File: config.mk
export PLATFORM = sky130hd
export DESIGN_NAME = mem_bus_arbiter
export DESIGN_NICKNAME = d
export VERILOG_FILES = /design/src/rtl/mem_bus_arbiter.sv
export SDC_FILE = /design/constraint.sdc
export NUM_CORES = 1
export LEC_CHECK = 0
export ABC_AREA = 1
export CORE_AREA = 4 4 171 123
export DETAILED_ROUTE_END_ITERATION = 8
export DIE_AREA = 0 0 175 127
export PLACE_DENSITY = 0.74
export SETUP_SLACK_MARGIN = 0.1
export SKIP_LAST_GASP = 1
export SYNTH_ARGS = -nofsm -noshare
export SYNTH_HDL_FRONTEND = slang
export SYNTH_SLANG_ARGS = --single-unit
File: constraint.sdc
create_clock -name clk -period 3 [get_ports clk]
set_input_delay 0.3 -clock clk [delete_from_list [all_inputs] [get_ports clk]]
set_output_delay 0.3 -clock clk [all_outputs]
set_load 0.01 [all_outputs]
File: src/rtl/mem_bus_arbiter.sv
// -----------------------------------------------------------------------------
// mem_bus_arbiter
//
// Shares one memory bus between an instruction requester and a data
// requester. One transaction is in flight at a time:
//   IDLE   -> pick a requester, register its request onto m_*
//   BUSY_x -> hold m_* stable until m_ack_n is sampled low or the busy
//             counter runs out (timeout abort)
//   RESP   -> pulse the granted side's ack_n low for one cycle, then IDLE
//
// Handshake: a requester raises req with its inputs and holds both until
// its ack_n is seen low for one cycle; it drops (or replaces) req in the
// following cycle. The memory side sees m_req held high with stable m_*
// until it drives m_ack_n low for the cycle in which it is returning data.
// m_ack_n is only meaningful while m_req is high.
//
// Data normally wins arbitration. Every data grant taken while an
// instruction request is waiting bumps a starvation counter; once that
// counter reaches STARVE_LIMIT the instruction side wins the next contest.
//
// Ports
//   clk, rst            clock; asynchronous active-low reset
//   i_req, i_addr       instruction fetch request (always a word read)
//   i_rdata, i_ack_n    fetch data and active-low completion pulse
//   d_req, d_write,     data request: direction, size (00 word, 01 half,
//   d_size, d_addr,     10 byte), address and write data
//   d_wdata
//   d_rdata, d_ack_n    load data and active-low completion pulse
//   m_req .. m_wdata    registered request towards memory
//   m_rdata, m_ack_n    memory response (m_ack_n active-low)
//   bus_err             one-cycle pulse in the RESP cycle of a timeout
//   err_addr            address of the most recently aborted transaction
//   dbg_state           current FSM state (IDLE=0, BUSY_I=1, BUSY_D=2,
//                       RESP=3)
// -----------------------------------------------------------------------------
module mem_bus_arbiter #(
    parameter int unsigned STARVE_LIMIT = 4,
    parameter int unsigned TIMEOUT      = 16
) (
    input  logic        clk,
    input  logic        rst,

    input  logic        i_req,
    input  logic [31:0] i_addr,
    output logic [31:0] i_rdata,
    output logic        i_ack_n,

    input  logic        d_req,
    input  logic        d_write,
    input  logic [1:0]  d_size,
    input  logic [31:0] d_addr,
    input  logic [31:0] d_wdata,
    output logic [31:0] d_rdata,
    output logic        d_ack_n,

    output logic        m_req,
    output logic        m_write,
    output logic [1:0]  m_size,
    output logic [31:0] m_addr,
    output logic [31:0] m_wdata,
    input  logic [31:0] m_rdata,
    input  logic        m_ack_n,

    output logic        bus_err,
    output logic [31:0] err_addr,
    output logic [1:0]  dbg_state
);

    localparam int unsigned SW = (STARVE_LIMIT < 1) ? 1 : $clog2(STARVE_LIMIT + 1);
    localparam int unsigned TW = (TIMEOUT < 2) ? 1 : $clog2(TIMEOUT);

    localparam logic [SW-1:0] STARVE_MAX = SW'(STARVE_LIMIT);
    // Value of the busy counter in the last BUSY cycle before an abort.
    localparam logic [TW-1:0] BUSY_LAST  = TW'(TIMEOUT - 1);

    typedef enum logic [1:0] {
        IDLE   = 2'd0,
        BUSY_I = 2'd1,
        BUSY_D = 2'd2,
        RESP   = 2'd3
    } state_t;

    state_t        state_q,    state_d;
    logic [SW-1:0] starve_q,   starve_d;
    logic [TW-1:0] busy_cnt_q, busy_cnt_d;

    logic          m_req_q,    m_req_d;
    logic          m_write_q,  m_write_d;
    logic [1:0]    m_size_q,   m_size_d;
    logic [31:0]   m_addr_q,   m_addr_d;
    logic [31:0]   m_wdata_q,  m_wdata_d;

    logic [31:0]   i_rdata_q,  i_rdata_d;
    logic [31:0]   d_rdata_q,  d_rdata_d;
    logic          i_ack_n_q,  i_ack_n_d;
    logic          d_ack_n_q,  d_ack_n_d;
    logic          bus_err_q,  bus_err_d;
    logic [31:0]   err_addr_q, err_addr_d;

    // Instruction side wins only when data is absent or when it has been
    // passed over STARVE_LIMIT times in a row.
    logic grant_i;
    assign grant_i = i_req && (!d_req || (starve_q == STARVE_MAX));

    always_comb begin
        state_d    = state_q;
        starve_d   = starve_q;
        busy_cnt_d = busy_cnt_q;
        m_req_d    = m_req_q;
        m_write_d  = m_write_q;
        m_size_d   = m_size_q;
        m_addr_d   = m_addr_q;
        m_wdata_d  = m_wdata_q;
        i_rdata_d  = i_rdata_q;
        d_rdata_d  = d_rdata_q;
        err_addr_d = err_addr_q;
        // Ack and error pulses last exactly one cycle: they are only ever
        // set on the edge into RESP and fall back here on the next edge.
        i_ack_n_d  = 1'b1;
        d_ack_n_d  = 1'b1;
        bus_err_d  = 1'b0;

        unique case (state_q)
            IDLE: begin
                if (grant_i) begin
                    state_d    = BUSY_I;
                    m_req_d    = 1'b1;
                    m_write_d  = 1'b0;
                    m_size_d   = 2'b00;
                    m_addr_d   = i_addr;
                    m_wdata_d  = 32'd0;
                    starve_d   = '0;
                    busy_cnt_d = '0;
                end else if (d_req) begin
                    state_d    = BUSY_D;
                    m_req_d    = 1'b1;
                    m_write_d  = d_write;
                    m_size_d   = d_size;
                    m_addr_d   = d_addr;
                    m_wdata_d  = d_wdata;
                    busy_cnt_d = '0;
                    // Only a data grant that actually overtook a waiting
                    // fetch counts towards starvation.
                    if (!i_req) begin
                        starve_d = '0;
                    end else if (starve_q != STARVE_MAX) begin
                        starve_d = starve_q + SW'(1);
                    end
                end
            end

            BUSY_I, BUSY_D: begin
                if (!m_ack_n) begin
                    // A real acknowledge wins even on the timeout edge.
                    state_d = RESP;
                    m_req_d = 1'b0;
                    if (state_q == BUSY_I) begin
                        i_ack_n_d = 1'b0;
                        i_rdata_d = m_rdata;
                    end else begin
                        d_ack_n_d = 1'b0;
                        if (!m_write_q) begin
                            d_rdata_d = m_rdata;
                        end
                    end
                end else if (busy_cnt_q == BUSY_LAST) begin
                    state_d    = RESP;
                    m_req_d    = 1'b0;
                    bus_err_d  = 1'b1;
                    err_addr_d = m_addr_q;
                    if (state_q == BUSY_I) begin
                        i_ack_n_d = 1'b0;
                        i_rdata_d = 32'd0;
                    end else begin
                        d_ack_n_d = 1'b0;
                        d_rdata_d = 32'd0;
                    end
                end else begin
                    busy_cnt_d = busy_cnt_q + TW'(1);
                end
            end

            RESP: begin
                state_d = IDLE;
            end

            default: begin
                state_d = IDLE;
            end
        endcase
    end

    always_ff @(posedge clk or negedge rst) begin
        if (!rst) begin
            state_q    <= IDLE;
            starve_q   <= '0;
            busy_cnt_q <= '0;
            m_req_q    <= 1'b0;
            m_write_q  <= 1'b0;
            m_size_q   <= 2'b00;
            m_addr_q   <= 32'd0;
            m_wdata_q  <= 32'd0;
            i_rdata_q  <= 32'd0;
            d_rdata_q  <= 32'd0;
            i_ack_n_q  <= 1'b1;
            d_ack_n_q  <= 1'b1;
            bus_err_q  <= 1'b0;
            err_addr_q <= 32'd0;
        end else begin
            state_q    <= state_d;
            starve_q   <= starve_d;
            busy_cnt_q <= busy_cnt_d;
            m_req_q    <= m_req_d;
            m_write_q  <= m_write_d;
            m_size_q   <= m_size_d;
            m_addr_q   <= m_addr_d;
            m_wdata_q  <= m_wdata_d;
            i_rdata_q  <= i_rdata_d;
            d_rdata_q  <= d_rdata_d;
            i_ack_n_q  <= i_ack_n_d;
            d_ack_n_q  <= d_ack_n_d;
            bus_err_q  <= bus_err_d;
            err_addr_q <= err_addr_d;
        end
    end

    assign m_req     = m_req_q;
    assign m_write   = m_write_q;
    assign m_size    = m_size_q;
    assign m_addr    = m_addr_q;
    assign m_wdata   = m_wdata_q;
    assign i_rdata   = i_rdata_q;
    assign d_rdata   = d_rdata_q;
    assign i_ack_n   = i_ack_n_q;
    assign d_ack_n   = d_ack_n_q;
    assign bus_err   = bus_err_q;
    assign err_addr  = err_addr_q;
    assign dbg_state = state_q;

endmodule

-- Word level (Yosys, flattened, before mapping)
Index checks and enable logic that the tools add are counted.
- add/sub/neg operators: 2
- equal/unequal tests: 16
- multiplexer cells: 47
- reductions and logical operators: 16
- operators by type and width (operator ; number):
    two-way mux 32 bit ; 13
    two-way mux 1 bit ; 17
    two-way mux 4 bit ; 4
    two-way mux 2 bit ; 6
    two-way mux 3 bit ; 4
    != test 2 bit (second input constant) ; 6
    != test 3 bit (second input constant) ; 3
    AND reduction 3 bit ; 3
    one-hot mux 4 bit (2 select lines) ; 1
    AND reduction 4 bit ; 2
    one-hot mux 2 bit (3 select lines) ; 1
    nonzero test 2 bit ; 3
    AND reduction 5 bit ; 1
    adder 4 x 1 -> 4 bit (second input constant) ; 1
    == test 2 bit (second input constant) ; 2
    == test 4 bit (second input constant) ; 1
    AND reduction 2 bit ; 2
    adder 3 x 1 -> 3 bit (second input constant) ; 1
    == test 3 bit (second input constant) ; 1
    != test 3 x 1 -> 1 bit (second input constant) ; 1
    == test 2 x 1 -> 1 bit (second input constant) ; 1
    logical NOT 2 bit ; 1
    != test 2 x 1 -> 1 bit (second input constant) ; 1
    one-hot mux 1 bit (2 select lines) ; 1
    other kinds (4) ; 4
- bits in registers: 176
- bits of input ports: 136
- output and inout port bits: 169
- logic and storage cells: 95

-- Logic depth before layout (Yosys ltp)
- word-level depth: 5
- mapped depth: 10
- gate-level depth less buffers: 9

-- Least setup slack after synthesis
Ideal clock, no wire load.
- path type: reg-to-reg
- start point: register state_q[0], in the netlist dbg_state[0]
- end point: register busy_cnt_q[2]
- setup time: 0.116 ns
- arrival: 1.571 ns
- data required time: 2.884 ns
- setup slack: 1.313 ns
- cell stages (with the launch flop): 9
- buffers on the path: 0
- period minus slack after synthesis: 1.687 ns
- cell sequence: dfrtp_1 > inv_1 > ha_1 > inv_1 > or2_2 > nand2_1 > nand2_1 > nand2_1 > nand2_1
- word-level cells in the longest chain between the ends: 4
- RTL lines (item ; line ; source):
    from (decl) ; 83 ; state_t state_q, state_d;
    from (signal assigned) ; 210 ; state_q <= state_d;
    == test 2 x 1 -> 1 bit / == test 2 bit (equally long branches) ; 123 ; unique case (state_q)
    OR reduction 2 bit ; 123 ;
    != test 2 bit (no line) / nonzero test 2 bit (equally long branches) ; -- ;
    AND reduction 4 bit (no line) ; -- ;
    to (signal assigned) ; 212 ; busy_cnt_q <= busy_cnt_d;
    to (decl) ; 85 ; logic [TW-1:0] busy_cnt_q, busy_cnt_d;
Several ways; a longest one is shown, not always the timed one.
A chain may end at the register's enable or synchronous reset.

-- Final worst setup path
- start point: register state_q[0], in the netlist dbg_state[0]
- end point: register busy_cnt_q[1]
Same word-level chain as after synthesis.

==> flow_summary.toml <==
[placed_design]
hpwl_um = 17100
io_buffer_count = 304
dp_slack_ns = 0.598
gp_congestion = 0.824

[worst_setup_path]
end_kind = "flip-flop"
path_max_fanout = 73
ff2ff_setup_slack_ns = 0.79
required_ns = 3.36
path_class = "reg2reg"
crit_chain = "inv_1 > ha_1 > o21ai_4 > buf_4 > nand2_1 > nand2_1 > nand2_1 > nand2_1"
critPathLaunchType = "flip-flop"
max_stage_delay_ns = 0.66
critical_path_buf_inv_count = 2
cp_slowest_cell = "buf_4"
cpLargestDelayFamily = "buffers and inverters"
cp_common_cell = "nand2_1"
critPathArrivalTime_ns = 2.56

[cts]
cts_made_buffers = 17
tritoncts = "done"
cts_max_level = 4
clock_path_buffers = 2
root_buffer = "clkbuf_16"
postCtsSetupBuffers = 0
cts.sinks = 176
clock_latency_ns = 0.43
clkTransAtPathRegs_ns = 0.07

[timing]
min_period_ns = 2.21
worst_pin_slew_ns = 0.798
setup_viol = 0
worst_slack_ns = 0.791
tns_ns = 0
slew_headroom_pct = 46.8
rsz0062_at_grt = "no"
hold_viol_final = 0
slew_viol_final = 0
clock_skew_ns = 0.0110
clock.fmax_mhz = 453
fin_crit_sh_pct = 73.6

[synthesis]
synth_cell_type_count = 21
syn_nets = 1113
synth-warning-count = 0
yosysTopAreaCell = "dfrtp_1"
seq_area_frac_synth_pct = 57.6
syn_area_um2 = 7660
synth_area_leaders = "dfrtp_1 57%, nand2_1 23%, nand3_1 4.7%"
avgSynthCellArea_um2 = 7.88
postSynth.asyncResetShare_pct = 100
synth_most_common_cell = "nand2_1"
syn_inst = 971
synth_ff_type = "dfrtp_1"
synth.cells.most_frequent = "469 x nand2_1, 174 x dfrtp_1, 79 x inv_1"
yosys_register_bits = 176
synth_edf_count = 0
synth_top_area_share_pct = 56.9

[worst_hold_path]
worstHoldPathType = "in2async"

[routing]
top_layer_used = "met4"
ant_nets = 0
route.detailed.drc = 0
wl_met3_um = 2150
wl_met1_um = 9840
drt_iter0_drc = 444
vias = 7129
routed_wl_um = 23500
drt_pass1_iterations = 4
wire_per_inst_um = 15.3
viasPerCell = 4.63
wl_met2_um = 11000

[outcome]
status = "completed"

[final_layout]
nets = 1400
regArea_um2 = 4410
filler_cell_count = 1747
multi_input_area_um2 = 2740
insertedDiodeCount = 0
drive_above_1_share_pct = 4.41
area_growth_pct = 50.6

[grt]
track_usage_pct = 21.1
grt_pass1_vias = 7067
grt_max_degree = 82
grt_pass1_wl_um = 37400
antenna_found_initial = 0
overflow = 0

[power]
powerDensity_nw_per_um2 = 881
irDropWorstVdd_mv = 0.434
leakage_nw = 5.93

[floorplan]
io_pins = 305
die_x_um = 175
coreArea_um2 = 19500
die_h_um = 127
start_util_pct = 39.3
fp-row-count = 43
dieArea_um2 = 22200

[run]
maxCapViolCount = 0
-- power breakdown --
group	switching (mW)	internal (mW)
clock network	1.01	1.09
logic	2.20	2.08
registers	0.559	3.21
total	3.77	6.38
-- cells in the final DEF (no fill, tap or decap), drive strengths merged --
master         netlist  final
nand2              470    470
clkdlybuf4s50        0    303
dfrtp              174    174
inv                 79     88
nand3               73     73
nor2                73     73
o21ai               36     36
clkbuf              18     18
buf                 33     15
ha                   6      6
a21oi                3      3
clkinvlp             0      2
clkinv               0      2
dfstp                2      2
nor3                 1      1
or2                  1      1
nand3b               1      1
xor2                 1      1
dlygate4sd3          0      1
-- final timing paths --
check                        startpoint       endpoint  cells past startpoint
setup / recovery           dbg_state[0]  busy_cnt_q[1]                      8
hold / removal                      rst    i_rdata[27]                      2
setup reg to reg           dbg_state[0]  busy_cnt_q[1]                      8
hold reg to reg              i_rdata[0]     i_rdata[0]                      2
max in group asynchronous           rst   err_addr[20]                      3
min in group clk            d_wdata[27]    m_wdata[27]                      3
-- flip-flops by register name, indices dropped and copies added (netlist names) --
| register | count |
|---|---|
| m_wdata | 32 |
| i_ack_n | 1 |
| starve_q | 3 |
| dbg_state | 2 |
| busy_cnt_q | 4 |
| m_size | 2 |
| m_req | 1 |
| d_ack_n | 1 |
| i_rdata | 32 |
| m_write | 1 |
| bus_err | 1 |
| m_addr | 32 |
| d_rdata | 32 |
| err_addr | 32 |
-- routing by layer --
layer / vias up / track usage (%)
li1: 3513 / -
met1: 3306 / 27.3
met2: 270 / 33.8
met3: 40 / 7.13
met4: 0 / 7.25
met5: - / 0
-- final cells by class --
| type | instances | area share (%) |
|---|---|---|
| Clock buffer | 18 | 3.72 |
| Clock inverter | 13 | 1.05 |
| Inverter | 79 | 2.57 |
| Multi-Input combinational cell | 665 | 23.8 |
| Sequential cell | 176 | 38.2 |
| Tap cell | 270 | 2.93 |
| Timing Repair Buffer | 319 | 27.7 |
-- per-stage QoR --
step | cell area (um2) | hold WS [ns] | utilization [%] | power (mW) | instances
floorplan | 7660 | 0.00441 | - | 5.67 | 971
global placement | 11000 | 0.245 | 56.3 | 8.05 | 1508
detailed placement | 11000 | 0.241 | 56.3 | 8.13 | 1508
CTS | 11500 | 0.356 | 59.2 | 10.3 | 1540
global route | 11500 | 0.383 | 59.2 | 10.8 | 1540
finish | 11500 | 0.367 | 59.2 | 10.2 | 1540
-- logic make-up after synthesis --
family                     after synthesis  synth area share, %
and+or+nand+nor                        619                 31.8
DFF                                    176                 57.6
buffers and inverters                  130                 6.85
AOI/OAI and AO/OA                       39                 2.70
adders and majority gates                6                0.981
xor gates and xnor gates                 1                0.114
-- timing repair --
| item | 4_1_cts | 5_1_grt |
|---|---|---|
| endpoints found under the hold margin | 38 | 0 |
| resized for setup | 0 | 0 |
| hold buffers | 1 | 0 |
No activity file was read; power rests on OpenSTA's default activity.
